## src/rtl/alu_pkg.sv

```systemverilog
// rtl/alu_pkg.sv - opcodes, FSM states and flag indices shared by the ALU pipe stage
// Purpose: the opcode map, the IDLE/BUSY/DONE state type, flag bit positions
//          and a helper that classifies opcodes using the iterative datapath.
// Ports:   none (package).
package alu_pkg;

    localparam logic [3:0] OP_ADD  = 4'h0;
    localparam logic [3:0] OP_SUB  = 4'h1;
    localparam logic [3:0] OP_AND  = 4'h2;
    localparam logic [3:0] OP_OR   = 4'h3;
    localparam logic [3:0] OP_XOR  = 4'h4;
    localparam logic [3:0] OP_ANDN = 4'h5;
    localparam logic [3:0] OP_ORN  = 4'h6;
    localparam logic [3:0] OP_XNOR = 4'h7;
    localparam logic [3:0] OP_PASA = 4'h8;
    localparam logic [3:0] OP_PASB = 4'h9;
    localparam logic [3:0] OP_SHL  = 4'hA;
    localparam logic [3:0] OP_SHR  = 4'hB;
    localparam logic [3:0] OP_MUL  = 4'hC;
    localparam logic [3:0] OP_DIVU = 4'hD;
    localparam logic [3:0] OP_REMU = 4'hE;
    localparam logic [3:0] OP_SLTU = 4'hF;

    typedef enum logic [1:0] {
        ST_IDLE = 2'd0,
        ST_BUSY = 2'd1,
        ST_DONE = 2'd2
    } state_t;

    localparam int FLAG_ZF   = 0;
    localparam int FLAG_EF   = 1;
    localparam int FLAG_CF   = 2;
    localparam int FLAG_VF   = 3;
    localparam int FLAG_NF   = 4;
    localparam int FLAG_DZF  = 5;
    localparam int NUM_FLAGS = 6;

    function automatic logic is_iter_op(input logic [3:0] op);
        return (op == OP_MUL) || (op == OP_DIVU) || (op == OP_REMU);
    endfunction

endpackage

```

## src/rtl/alu_iter_muldiv.sv

```systemverilog
// rtl/alu_iter_muldiv.sv - shared shift-add multiplier / restoring divider
// Purpose: WIDTH-step iterative MUL (low half) and DIVU/REMU on one register set.
// Ports:   clk, rst_n (async active-low); start, is_div, a, b load an operation;
//          done is high in the cycle whose step completes it; quo_prod and rem
//          are the values after that step; dz flags a divide by zero.
module alu_iter_muldiv #(
    parameter int WIDTH = 8
) (
    input  logic             clk,
    input  logic             rst_n,
    input  logic             start,
    input  logic             is_div,
    input  logic [WIDTH-1:0] a,
    input  logic [WIDTH-1:0] b,
    output logic             done,
    output logic             dz,
    output logic [WIDTH-1:0] quo_prod,
    output logic [WIDTH-1:0] rem
);

    localparam int CW = $clog2(WIDTH + 1);

    // MUL: a_q = shifted multiplicand, b_q = shifted multiplier, r_q = accumulator.
    // DIV: a_q = dividend shifting out / quotient shifting in, b_q = divisor, r_q = remainder.
    logic [WIDTH-1:0] a_q, b_q, r_q;
    logic [CW-1:0]    cnt_q;
    logic             div_q, dz_q;

    logic [WIDTH:0]   shifted, diff;
    logic             ge;
    logic [WIDTH-1:0] rem_n, quo_n, acc_n;

    always_comb begin
        shifted = {r_q, a_q[WIDTH-1]};
        diff    = shifted - {1'b0, b_q};
        ge      = (shifted >= {1'b0, b_q});
        rem_n   = ge ? diff[WIDTH-1:0] : shifted[WIDTH-1:0];
        quo_n   = {a_q[WIDTH-2:0], ge};
        acc_n   = r_q + (b_q[0] ? a_q : '0);
    end

    always_ff @(posedge clk or negedge rst_n) begin
        if (!rst_n) begin
            a_q   <= '0;
            b_q   <= '0;
            r_q   <= '0;
            cnt_q <= '0;
            div_q <= 1'b0;
            dz_q  <= 1'b0;
        end else if (start) begin
            a_q   <= a;
            b_q   <= b;
            r_q   <= '0;
            div_q <= is_div;
            dz_q  <= is_div && (b == '0);
            // A zero divisor needs no iterations: a single BUSY cycle.
            cnt_q <= (is_div && (b == '0)) ? CW'(1) : CW'(WIDTH);
        end else if (cnt_q != '0) begin
            cnt_q <= cnt_q - CW'(1);
            if (div_q) begin
                a_q <= quo_n;
                r_q <= rem_n;
            end else begin
                a_q <= a_q << 1;
                b_q <= b_q >> 1;
                r_q <= acc_n;
            end
        end
    end

    assign done     = (cnt_q == CW'(1));
    assign dz       = dz_q;
    assign quo_prod = dz_q ? '1 : (div_q ? quo_n : acc_n);
    assign rem      = dz_q ? a_q : rem_n;

endmodule

```

## src/rtl/alu_pipe_seq.sv

```systemverilog
// rtl/alu_pipe_seq.sv - registered ALU stage with valid/ready handshakes
// Purpose: 1-cycle ADD/SUB/logic/move/shift/SLTU, iterative MUL/DIVU/REMU,
//          with zero/equal/carry/overflow/negative/divide-by-zero flags.
// Ports:   clk, rst_n (async active-low); in_valid/in_ready with op1, op2,
//          op_code; out_valid/out_ready with out, zf, ef, cf, vf, nf, dzf.
import alu_pkg::*;

module alu_pipe_seq #(
    parameter int WIDTH = 8
) (
    input  logic             clk,
    input  logic             rst_n,
    input  logic             in_valid,
    output logic             in_ready,
    input  logic [WIDTH-1:0] op1,
    input  logic [WIDTH-1:0] op2,
    input  logic [3:0]       op_code,
    output logic             out_valid,
    input  logic             out_ready,
    output logic [WIDTH-1:0] out,
    output logic             zf,
    output logic             ef,
    output logic             cf,
    output logic             vf,
    output logic             nf,
    output logic             dzf
);

    localparam int SHW = $clog2(WIDTH);

    state_t               state_q, state_d;
    logic                 ready_c, accept, iter_start;
    logic [3:0]           op_q;
    logic                 ef_pend;
    logic [WIDTH-1:0]     out_q;
    logic [NUM_FLAGS-1:0] flags_q, sc_flags, it_flags;

    logic [WIDTH:0]       add_ext, sub_ext;
    logic                 shift_oob;
    logic [WIDTH-1:0]     sc_res, it_res;
    logic                 sc_cf, sc_vf;

    logic                 it_done, it_dz;
    logic [WIDTH-1:0]     it_quo_prod, it_rem;

    alu_iter_muldiv #(.WIDTH(WIDTH)) u_iter (
        .clk      (clk),
        .rst_n    (rst_n),
        .start    (iter_start),
        .is_div   (op_code != OP_MUL),
        .a        (op1),
        .b        (op2),
        .done     (it_done),
        .dz       (it_dz),
        .quo_prod (it_quo_prod),
        .rem      (it_rem)
    );

    // Zero-extended so bit WIDTH is the ADD carry and the SUB borrow (op1 < op2).
    assign add_ext   = {1'b0, op1} + {1'b0, op2};
    assign sub_ext   = {1'b0, op1} - {1'b0, op2};
    // The whole op2 is compared so large amounts are not aliased by truncation.
    assign shift_oob = (op2 >= WIDTH'(WIDTH));

    always_comb begin
        sc_res = '0;
        sc_cf  = 1'b0;
        sc_vf  = 1'b0;
        case (op_code)
            OP_ADD: begin
                sc_res = add_ext[WIDTH-1:0];
                sc_cf  = add_ext[WIDTH];
                sc_vf  = (op1[WIDTH-1] == op2[WIDTH-1]) && (add_ext[WIDTH-1] != op1[WIDTH-1]);
            end
            OP_SUB: begin
                sc_res = sub_ext[WIDTH-1:0];
                sc_cf  = sub_ext[WIDTH];
                sc_vf  = (op1[WIDTH-1] != op2[WIDTH-1]) && (sub_ext[WIDTH-1] != op1[WIDTH-1]);
            end
            OP_AND:  sc_res = op1 & op2;
            OP_OR:   sc_res = op1 | op2;
            OP_XOR:  sc_res = op1 ^ op2;
            OP_ANDN: sc_res = op1 & ~op2;
            OP_ORN:  sc_res = op1 | ~op2;
            OP_XNOR: sc_res = ~(op1 ^ op2);
            OP_PASA: sc_res = op1;
            OP_PASB: sc_res = op2;
            OP_SHL:  sc_res = shift_oob ? '0 : (op1 << op2[SHW-1:0]);
            OP_SHR:  sc_res = shift_oob ? '0 : (op1 >> op2[SHW-1:0]);
            OP_SLTU: sc_res = {{(WIDTH-1){1'b0}}, sub_ext[WIDTH]};
            default: sc_res = '0;
        endcase
    end

    always_comb begin
        sc_flags            = '0;
        sc_flags[FLAG_ZF]   = (sc_res == '0);
        sc_flags[FLAG_EF]   = (op1 == op2);
        sc_flags[FLAG_CF]   = sc_cf;
        sc_flags[FLAG_VF]   = sc_vf;
        sc_flags[FLAG_NF]   = sc_res[WIDTH-1];

        it_res              = (op_q == OP_REMU) ? it_rem : it_quo_prod;
        it_flags            = '0;
        it_flags[FLAG_ZF]   = (it_res == '0);
        it_flags[FLAG_EF]   = ef_pend;
        it_flags[FLAG_NF]   = it_res[WIDTH-1];
        it_flags[FLAG_DZF]  = it_dz;
    end

    always_comb begin
        state_d = state_q;
        ready_c = 1'b0;
        case (state_q)
            ST_IDLE: ready_c = 1'b1;
            ST_BUSY: if (it_done) state_d = ST_DONE;
            ST_DONE: begin
                // Retiring and accepting in the same cycle keeps 1/clk throughput.
                ready_c = out_ready;
                if (out_ready) state_d = ST_IDLE;
            end
            default: state_d = ST_IDLE;
        endcase
        accept     = in_valid && ready_c;
        iter_start = accept && is_iter_op(op_code);
        if (accept) state_d = is_iter_op(op_code) ? ST_BUSY : ST_DONE;
    end

    always_ff @(posedge clk or negedge rst_n) begin
        if (!rst_n) begin
            state_q <= ST_IDLE;
            op_q    <= '0;
            ef_pend <= 1'b0;
            out_q   <= '0;
            flags_q <= '0;
        end else begin
            state_q <= state_d;
            if (accept) begin
                op_q    <= op_code;
                ef_pend <= (op1 == op2);
                if (!is_iter_op(op_code)) begin
                    out_q   <= sc_res;
                    flags_q <= sc_flags;
                end
            end else if (state_q == ST_BUSY && it_done) begin
                out_q   <= it_res;
                flags_q <= it_flags;
            end
        end
    end

    assign in_ready  = ready_c && rst_n;
    assign out_valid = (state_q == ST_DONE);
    assign out       = out_q;
    assign zf        = flags_q[FLAG_ZF];
    assign ef        = flags_q[FLAG_EF];
    assign cf        = flags_q[FLAG_CF];
    assign vf        = flags_q[FLAG_VF];
    assign nf        = flags_q[FLAG_NF];
    assign dzf       = flags_q[FLAG_DZF];

endmodule

```

## config.mk

```make
export PLATFORM = sky130hd
export DESIGN_NAME = alu_pipe_seq
export DESIGN_NICKNAME = d
export VERILOG_FILES = /design/src/rtl/alu_pkg.sv /design/src/rtl/alu_iter_muldiv.sv /design/src/rtl/alu_pipe_seq.sv
export SDC_FILE = /design/constraint.sdc
export NUM_CORES = 1
export LEC_CHECK = 0
export BUFFER_PORTS_ARGS = -buffer_cell sky130_fd_sc_hd__buf_2
export CORE_MARGIN = 2
export CORE_UTILIZATION = 45
export DETAILED_ROUTE_END_ITERATION = 8
export PLACE_DENSITY_LB_ADDON = 0.3
export SLEW_MARGIN = 20
export SYNTH_ARGS = -nofsm -noshare
export SYNTH_HDL_FRONTEND = slang
export SYNTH_SLANG_ARGS = --single-unit
export TNS_END_PERCENT = 100
```

## constraint.sdc

```tcl
create_clock -name clk -period 3.7 [get_ports clk]
set_input_delay 0.555 -clock clk [delete_from_list [all_inputs] [get_ports clk]]
set_output_delay 0.555 -clock clk [all_outputs]
set_load 0.005 [all_outputs]
```

Yosys cells after proc, flatten, opt, wreduce, memory -nomap -nowiden
Cells that the tools add are included.
W data, S select, Z words.
- bits in registers: 51
- bits in latches: 0
- memory bits (writable): 0
- ROM bits: 0
- input bits: 24
- output and inout bits: 16
- word-level logic and storage cells: 112
- memories kept: 0
- add/sub/neg operators: 5
- $mul: 0
- divide/modulo/power cells: 0
- $lt $le $gt $ge: 2
- equal/unequal tests: 30
- shifts and indexed selects: 2
- muxes and demuxes: 35
- bitwise gates (word level): 7
- reduce and logical (&&, ||, !) cells: 20
- operators with widths (cell ; number):
    $mux W8 ; 19
    $pmux W8 S13 ; 1
    $eq A4 B4 Y1 const B ; 9
    $logic_not A8 Y1 ; 3
    $mux W6 ; 3
    $and A8 B8 Y8 ; 2
    $eq A4 B3 Y1 const B ; 4
    $not A8 Y8 ; 2
    $or A8 B8 Y8 ; 2
    $mux W4 ; 3
    $add A8 B8 Y9 ; 1
    $ge A9 B8 Y1 ; 1
    $sub A8 B8 Y9 ; 1
    $add A8 B8 Y8 ; 1
    $eq A4 B1 Y1 const B ; 2
    $eq A4 B2 Y1 const B ; 2
    $eq A8 B8 Y1 ; 1
    $ge A8 B4 Y1 const B ; 1
    $mux W2 ; 4
    $shl A8 B3 Y8 ; 1
    $shr A8 B3 Y8 ; 1
    $sub A8 B8 Y8 ; 1
    $xor A8 B8 Y8 ; 1
    $logic_and A1 B1 Y1 ; 7
    19 further kinds ; 28

Longest topological paths before layout
Gate-level depths: netlist (run 1).
- word-level depth: 8
- mapped depth: 13
- depth with buffers taken out: 12

Modules after synthesis
Synthesis (run 1) repeated with hierarchy kept, for this count alone.
- cells, all modules: 758
- area total of the unflattened synthesis: 5823.1 um^2
- by module, submodules not included (module ; instances ; cells each ; area an instance (um^2) ; sequential area each (um^2)):
    alu_pipe_seq ; 1 ; 435 ; 3158.0 ; 500.5
    alu_iter_muldiv ; 1 ; 323 ; 2665.1 ; 750.7

Worst setup path before layout (run 1)
Ideal clock, no wire load.
- kind: input port to flip-flop
- start: in op2[2]
- end: reg flags_q[4]
- library setup time: 126 ps
- data arrival time: 2838 ps
- data required time: 3574 ps
- path slack: 736 ps
- stages: 11
- buffers on the path: 1
- cells stage by stage: clkbuf_1 inv_1 ha_1 nor3b_2 nor3_1 o31a_1 o31a_1 a221o_1 a21oi_2 nor2_1 a221o_1
- cells in the longest elaborated chain, start to end: 5
- elaborated cells on any way between the ends: 10
- classes of those cells: add/sub: 2; order compare: 1; shift: 2; mux: 5
- ends and longest elaborated chain (item ; line ; text):
    start: declaration ; alu_pipe_seq.sv:16 ; input logic [WIDTH-1:0] op2,
    $ge A8 B4 Y1 (tied with other cells) ; alu_pipe_seq.sv:63 ; assign shift_oob = (op2 >= WIDTH'(WIDTH));
    $mux W8 (on tied branches) ; alu_pipe_seq.sv:89, alu_pipe_seq.sv:88 ;
    $pmux W8 S13 * ; alu_pipe_seq.sv:69 ; case (op_code)
    $mux W6 * ; alu_pipe_seq.sv:141 ; if (!is_iter_op(op_code)) begin
    $mux W6 * ; alu_pipe_seq.sv:138 ; if (accept) begin
    end signal: assignment ; alu_pipe_seq.sv:143 ; flags_q <= sc_flags;
    end signal: assignment ; alu_pipe_seq.sv:147 ; flags_q <= it_flags;
    end: declaration ; alu_pipe_seq.sv:36 ; logic [NUM_FLAGS-1:0] flags_q, sc_flags, it_flags;
Every way passes the cells marked *; elsewhere a longest branch is shown, timed or not. The select of a mux whose other input is x is not followed.
A chain may end at the register's enable or synchronous reset.

Worst setup path after layout (run 1)
- start: reg u_iter.b_q[0]
- end: reg flags_q[0]
- cells in the longest elaborated chain, start to end: 8
- elaborated cells on any way between the ends: 12
- classes of those cells: add/sub: 2; order compare: 1; mux: 8; reduce/logical: 1
- ends and longest elaborated chain (item ; line ; text):
    start: declaration ; alu_iter_muldiv.sv:25 ; logic [WIDTH-1:0] a_q, b_q, r_q;
    start signal: assignment ; alu_iter_muldiv.sv:65 ; b_q <= b_q >> 1;
    $mux W8 ; alu_iter_muldiv.sv:39 ; acc_n = r_q + (b_q[0] ? a_q : '0);
    $add A8 B8 Y8 ; alu_iter_muldiv.sv:39 ;
    $mux W8 (2 in a row) ; alu_iter_muldiv.sv:73 ; assign quo_prod = dz_q ? '1 : (div_q ? quo_n : acc_n);
    $mux W8 * ; alu_pipe_seq.sv:103 ; it_res = (op_q == OP_REMU) ? it_rem : it_quo_prod;
    $logic_not A8 Y1 * ; alu_pipe_seq.sv:105 ; it_flags[FLAG_ZF] = (it_res == '0);
    $mux W6 * ; alu_pipe_seq.sv:145 ; end else if (state_q == ST_BUSY && it_done) begin
    $mux W6 * ; alu_pipe_seq.sv:138 ;
Marks and branches as above.

==> out/metrics.yaml, run 1 <==
setup_path:
  end_kind: "flip-flop"
  critical_path_class: "reg -> reg"
  cp_max_fo: 10
  r2r_end: "flags_q[0]"
  crit_arrival_ns: 3.24
  rr_startpoint: "u_iter.b_q[0]"
  rr_worst_depth: 11
  reg2reg_setup_slack_ns: 0.66
  startpoint_type: "flip-flop"
  crit_required_ns: 3.90
clock_tree:
  cts.clk_slew.worst_paths_ns: 0.07
  post_cts_buffers: 0
  root_buffer: "clkbuf_16"
  cts_max_path_buffers: 2
  cts_resized: 0
  cts.sinks: 50
  numCtsBuffers: 5
  cts-htree-levels: 2
  clock_latency_ns: 0.29
  cts_tree: "yes"
  holdBufCountCts: 0
final_layout:
  finalNetCount: 780
  fin_util_pct: 49.3
  area_delta_synth_final_pct: 7.74
  multi_input_area_um2: 3840
  stdcell_area_um2: 5870
  fillers: 1174
  diodes: 0
  register_area_um2: 1250
  drive_gt1_share_pct: 11.6
logic_synthesis:
  synthFlopType: "dfrtp_1"
  synthAdderAreaFrac_pct: 9.51
  synth_compound_gate_area_share_pct: 29.4
  synth_nets: 772
  syn_area_um2: 5450
  synthSimpleGateAreaFrac_pct: 23.4
  synth_async_sr_flop_share_pct: 100
  synth-edff-count: 0
  synth_top_family_by_area: "compound AO/OA/AOI/OAI gates"
  synth_mux_area_share_pct: 5.40
  synth_xor_area_share_pct: 2.90
  ys_seq_area_share_pct: 23.0
  synth_warnings: 0
  yosysUniqueCellTypes: 71
  ys_ff_latch: 50
  netlist_instances: 709
  synth.avg_cell_area_um2: 7.68
floorplanning:
  die_area_um2: 13000
  chipWidth_um: 114
  placementRows: 40
  start_util_pct: 45.7
  coreArea_um2: 11900
  fp.dieH_um: 114
  io_pins: 40
power:
  power_frac_comb_pct: 61.1
  power.density_nw_per_um2: 669
  seq_power_share_pct: 25.6
  netSwitchingPower_mw: 1.84
  leakagePower_nw: 2.49
  p_int_mw: 2.08
  ir_drop_v: 0.000267
  swShare_pct: 46.9
  clkPwrFrac_pct: 13.4
placed_design:
  place_congestion: 1.01
  port_buffers: 39
  place_area_um2: 5700
  dp_hpwl_mm: 13.1
  post-place-ws_ns: 0.426
routing:
  first_iter_violations: 452
  drc: 0
  final_antenna_net_count: 0
  firstDrtPassIters: 5
  drt_wl_total_mm: 17.6
  vias: 5569
  wl_per_cell_um: 20.4
  via_per_inst: 6.44
timing:
  rsz0062_at_grt: "no"
  finalCriticalPeriod_ns: 3.04
  skew_ns: 0.0137
  setup_viol_count_final: 0
  setup_ws_ns: 0.658
  tightest_slew_ns: 1.03
  tns_ns: 0
  maxSlewViolCount: 0
  fmax_ghz: 0.329
  finalHoldViolCount: 0
  slew_headroom_pct: 30.9
  finalCritPeriodShare_pct: 82.2
  hold_ws_ns: 0.478
hold_path:
  hold_class: "in -> async"
grt:
  grt_pass1_wl_mm: 27.7
  antenna_found_initial: 0
  grt_remaining_overflow: 0
  grt_start_max_net_pins: 51
  first_global_vias: 5315
  grt_usage_pct: 26.9
status:
  status: "finished, final reports clean"
flow_run:
  cap_violations: 0
## power groups by stage
stage | registers, mW | clock network, mW | logic [mW]
after floorplan | 0.916 | 0 | 1.79
after global placement | 0.993 | 0 | 2.28
after detailed placement | 1.00 | 0 | 2.34
after CTS | 0.991 | 0.521 | 2.35
after global routing | 1.02 | 0.548 | 2.64
final | 1.00 | 0.524 | 2.40
## synth_stat cells (12+ instances only)
cell       n  area share (%)
and2_1    13             1.5
clkbuf_1  34             2.3
a211oi_1  15             2.1
dfrtp_1   50              23
nor3_1    19             1.7
a21oi_1   41             3.8
o21ai_0   54             5.0
buf_2     15             1.4
a31oi_1   18             2.1
nand3_1   18             1.7
ha_1      35             8.0
nor2_1    49             3.4
nor2b_1   17             2.0
o211ai_1  12             1.7
inv_1     34             2.3
nand2_1   85             5.9
## per-stage QoR
| step | instances | power [mW] |
|---|---|---|
| 2_1_floorplan | 709 | 2.71 |
| 3_3_place_gp | 857 | 3.28 |
| 3_5_place_dp | 857 | 3.34 |
| 4_1_cts | 865 | 3.87 |
| 5_1_grt | 865 | 4.21 |
| 6_report | 865 | 3.92 |
## cells in the final DEF (no fill, tap or decap), drive strengths merged, types with 7 or more instances in the layout
cell type and instances:
buf 52, o22ai 7, xor2 7, ha 35
nor2b 17, xnor2 11, nor3 19, nand4 7
dfrtp 50, nand3 18, nor2 49, o211ai 12
o21ai 56, nand2 86, nand2b 7, and2 14
a21oi 42, inv 34, a31oi 18, a21o 11
o21a 12, a211oi 16, mux2i 8, mux2 9
## worst max-delay path: stages, from the launching register on
cell	delay (ns)
dfrtp_1	0.54
ha_1	0.24
inv_1	0.06
fa_1	0.48
a211oi_1	0.24
o21bai_1	0.11
a21oi_1	0.18
xnor2_1	0.10
mux2_2	0.31
o211ai_1	0.33
nand4_1	0.14
o31ai_1	0.20
## cell type report
class | instances | share of cell area, %
inverter | 35 | 2.24
timing repair buffer | 52 | 4.99
tap | 147 | 3.13
clock inverter | 2 | 0.640
sequential | 50 | 21.3
clock buffer | 6 | 2.20
multi-input combinational | 573 | 65.5
## cells by family (layout without fill, tap and decap cells)
kind of cell               after synthesis  count (layout)
and+or+nand+nor                        256             256
xor gates and xnor gates                18              18
AOI/OAI and AO/OA                      238             238
adders and majority gates               39              39
buffers and inverters                   86              95
DFF                                     50              50
muxes                                   22              22
## routing by layer
layer  wire length (µm)  vias up  track usage, %
li1                   -     2628               -
met1               7720     2646            36.2
met2               7930      246            42.5
met3               1160       49            3.83
met4                808        0            12.8
met5                  0        -               0
## how the worst max path moves through the flow
stage	slack [ns]	startpoint	endpoint
floorplan	0.74	op2[2]	flags_q[4]
global route	0.36	op1[0]	flags_q[0]
global placement	0.54	op2[1]	flags_q[4]
detailed placement	0.43	op2[1]	flags_q[0]
finish	0.66	u_iter.b_q[0]	flags_q[0]
CTS	0.70	u_iter.b_q[0]	flags_q[0]
## flip-flops by register name (all words and copies together) (netlist names), 2 cells and up
signal and cells:
flags_q 6, state_q 2, u_iter.r_q 8, u_iter.a_q 8
out 7, u_iter.b_q 8, op_q 4, u_iter.cnt_q 4
Power figures use the tool's default switching activity.
==> inputs of run 2 (changes only) <==
--- a/config.mk
+++ b/config.mk
@@ -5,6 +5,7 @@
 export SDC_FILE = /design/constraint.sdc
 export NUM_CORES = 1
 export LEC_CHECK = 0
+export ABC_AREA = 1
 export BUFFER_PORTS_ARGS = -buffer_cell sky130_fd_sc_hd__buf_2
 export CORE_MARGIN = 2
 export CORE_UTILIZATION = 45
==> constraint.sdc (replaced) <==
create_clock -name clk -period 2.45 [get_ports clk]
set_input_delay 0.3675 -clock clk [delete_from_list [all_inputs] [get_ports clk]]
set_output_delay 0.3675 -clock clk [all_outputs]
set_load 0.005 [all_outputs]
==> out/metrics.yaml, run 2 <==
clock_tree:
  root_buffer: "clkbuf_16"  # unchanged
  cts-htree-levels: 2  # unchanged
  cts_tree: "yes"  # unchanged
  numCtsBuffers: 5  # unchanged
  clock_latency_ns: 0.30  # was 0.29 ns
  cts.sinks: 50  # unchanged
  cts.clk_slew.worst_paths_ns: 0.07  # about the same
  holdBufCountCts: 0  # unchanged
  cts_max_path_buffers: 2  # unchanged
setup_path:
  r2r_end: "out[3]"  # was flags_q[0]
  critPathBufInv: 3  # was 1
  slowest_stage: "dfrtp_2"  # was dfrtp_1
  worstPathCellList: "buf_6, nand2_1, inv_1, ha_4, a21oi_2, nand2_2, o21ai_0, a21oi_1, a21oi_2, buf_4, nor2_1, o22a_1"  # was ha_1, inv_1, fa_1, a211oi_1, o21bai_1, a21oi_1, xnor2_1, mux2_2, o211ai_1, nand4_1, o31ai_1
  critPathTopFamily: "compound AO/OA/AOI/OAI gates"  # unchanged
  rr_worst_depth: 12  # was 11
  crit_required_ns: 2.63  # was 3.90 ns
  startpoint_type: "flip-flop"  # unchanged
  cp-startpoint: "u_iter.b_q[0]"  # unchanged
  reg2reg_setup_slack_ns: 0.12  # was 0.66 ns
  cp_max_fo: 6  # was 10
  crit_arrival_ns: 2.51  # was 3.24 ns
  end_kind: "flip-flop"  # unchanged
  slowest_delay_ns: 0.44  # was 0.54 ns
  crit_path_frequent_cell: "a21oi_2"
  critical_path_class: "reg -> reg"  # unchanged
  rr_startpoint: "u_iter.b_q[0]"  # unchanged
timing:
  skew_ns: 0.00744  # was 0.0137 ns
  fmax_ghz: 0.429  # was 0.329 GHz
  setup_ws_ns: 0.122  # was 0.658 ns
  slew_headroom_pct: 57.4  # was 30.9%
  maxSlewViolCount: 0  # unchanged
  tightest_slew_ns: 0.639  # was 1.03 ns
  finalCritPeriodShare_pct: 95.0  # was 82.2%
  finalHoldViolCount: 0  # unchanged
  finalCriticalPeriod_ns: 2.33  # was 3.04 ns
  setup_viol_count_final: 0  # unchanged
flow_run:
  cap_violations: 0  # unchanged
status:
  status: "finished, final reports clean"  # unchanged
floorplanning:
  chipWidth_um: 114  # about the same
  io_pins: 40  # unchanged
  die_area_um2: 13000  # about the same
  fp.dieH_um: 114  # about the same
  placementRows: 40  # unchanged
  start_util_pct: 45.7  # about the same
  coreArea_um2: 11900  # unchanged
hold_path:
  hold_class: "in -> async"  # unchanged
power:
  netSwitchingPower_mw: 3.50  # was 1.84 mW
  ir_drop_v: 0.000510  # was 0.000267 V
  swShare_pct: 49.5  # was 46.9%
  report.power.total_mw: 7.07  # was 3.92 mW
  leakagePower_nw: 3.39  # was 2.49 nW
  p_int_mw: 3.57  # was 2.08 mW
  seq_power_share_pct: 20.7  # was 25.6%
  clkPwrFrac_pct: 9.8  # was 13.4%
  power.density_nw_per_um2: 1100  # was 669 nW/µm²
  power_frac_comb_pct: 69.5  # was 61.1%
placed_design:
  place_congestion: 0.991  # was 1.01
  dp_hpwl_mm: 13.9  # was 13.1 mm
  post-place-ws_ns: -0.00359  # was 0.426 ns
  port_buffers: 39  # unchanged
logic_synthesis:
  synthTopCellsByCount: "nand2_1 (261), inv_1 (89), nand3_1 (87)"  # was nand2_1 (85), o21ai_0 (54), dfrtp_1 (50)
  synth_nets: 933  # was 772
  netlist_instances: 870  # was 709
  synth_compound_gate_area_share_pct: 15.7  # was 29.4%
  ys_ff_latch: 50  # unchanged
  synth_mux_area_share_pct: 0  # was 5.40%
  synth-edff-count: 0  # unchanged
  yosysTopAreaCell: "dfrtp_1"  # unchanged
  yosysUniqueCellTypes: 48  # was 71
  synthSimpleGateAreaFrac_pct: 40.2  # was 23.4%
  synth_top_area_share_pct: 23.0  # about the same
  synthAdderAreaFrac_pct: 9.52  # was 9.51%
  syn_area_um2: 5440  # was 5450 µm²
  synth_top_family_by_area: "simple AND/OR/NAND/NOR gates"  # was compound AO/OA/AOI/OAI gates
  yosysMostFrequentCell: "nand2_1"  # unchanged
  synthFlopType: "dfrtp_1"  # unchanged
  synth_xor_area_share_pct: 1.29  # was 2.90%
  synth_area_leaders: "dfrtp_1 (23%), nand2_1 (18%), ha_1 (8.0%)"  # was dfrtp_1 (23%), ha_1 (8.0%), nand2_1 (5.9%)
  synth_async_sr_flop_share_pct: 100  # unchanged
  synth.avg_cell_area_um2: 6.26  # was 7.68 µm²
  synth_warnings: 0  # unchanged
  ys_seq_area_share_pct: 23.0  # about the same
grt:
  antenna_found_initial: 0  # unchanged
  grt_usage_pct: 27.3  # was 26.9%
  grt_pass1_wl_mm: 28.0  # was 27.7 mm
  first_global_vias: 5379  # was 5315
  grt_remaining_overflow: 0  # unchanged
  grt_start_max_net_pins: 51  # unchanged
routing:
  vias: 6131  # was 5569
  firstDrtPassIters: 5  # unchanged
  drc: 0  # unchanged
  via_per_inst: 5.57  # was 6.44
  final_antenna_net_count: 0  # unchanged
  wl_per_cell_um: 16.2  # was 20.4 µm
  drt_wl_total_mm: 17.8  # was 17.6 mm
  first_iter_violations: 615  # was 452
final_layout:
  finalNetCount: 1015  # was 780
  drive_gt1_share_pct: 18.6  # was 11.6%
  diodes: 0  # unchanged
  reg.largest.list: "u_iter.a_q x8, u_iter.b_q x8, u_iter.r_q x8"  # unchanged
  final_common_cell: "nand2_1"  # unchanged
  area_delta_synth_final_pct: 18.6  # was 7.74%
  final_cell_mix: "nand2_1 (257), inv_1 (87), nand3_1 (84)"  # was nand2_1 (85), o21ai_0 (54), dfrtp_1 (50)
## run 2: changes by cell type after synthesis, moves of 15 or more
cell / delta
nand3_1: +69
nand2_1: +176
inv_1: +55
nor2b_1: -17
a211oi_1: -15
clkbuf_1: -24
nor2_1: +32
a31oi_1: -17
## run 2: power by group through the flow
stage	clock [mW]	combinational [mW]	sequential, mW
6_report	0.694	4.91	1.46
5_1_grt	0.749	5.46	1.50
4_1_cts	0.707	4.33	1.43
3_5_place_dp	0	4.30	1.44
3_3_place_gp	0	4.27	1.44
2_1_floorplan	0	3.15	1.39
## run 2: metal layers
| metal | wire length, µm | vias up | global-route usage, % |
|---|---|---|---|
| met5 | 0 | - | 0 |
| met4 | 425 | 0 | 7.80 |
| met3 | 1120 | 37 | 2.34 |
| met2 | 7980 | 260 | 42.2 |
| met1 | 8310 | 2795 | 40.6 |
| li1 | - | 3039 | - |
## run 2: area by class of cell
class | instances | area, µm²
Clock buffer | 5 | 125
Clock inverter | 3 | 21.3
Fill cell | 1231 | 5460
Inverter | 102 | 388
Multi-Input combinational cell | 691 | 3800
Sequential cell | 50 | 1250
Tap cell | 147 | 184
Timing Repair Buffer | 102 | 684
## run 2: repair_timing
item	in CTS	in global routing
gates resized for setup	1	39
setup endpoints to repair	1	6
setup buffers	0	7
pin swaps	0	11
hold endpoints to repair	0	0
## run 2: cells by family after synthesis
kind of cell,after synthesis
simple gates,495
flops,50
xor+xnor,8
compound gates,149
fa+ha+maj,39
buf+inv,129
## run 2: through the flow
stage | setup TNS (ns) | hold slack, ns | cell area (µm²) | util, % | instances
after floorplan | 0 | 0.0719 | 5440 | - | 870
after detailed placement | -0.00359 | 0.466 | 6080 | 51.1 | 1085
after global placement | 0 | 0.458 | 6080 | 51.1 | 1085
after CTS | 0 | 0.331 | 6230 | 52.3 | 1093
after global routing | -0.0457 | 0.335 | 6450 | 54.2 | 1100
final | 0 | 0.281 | 6450 | 54.2 | 1100
## run 2: how the worst max path moves through the flow
stage                 endpoint  slack (ns)  cells past startpoint
floorplan           flags_q[0]        0.19                     17
global placement    flags_q[0]        0.03                     15
detailed placement  flags_q[0]      -0.004                     15
CTS                 flags_q[0]        0.04                     17
global route        flags_q[0]       -0.05                     15
finish                  out[3]        0.12                     12
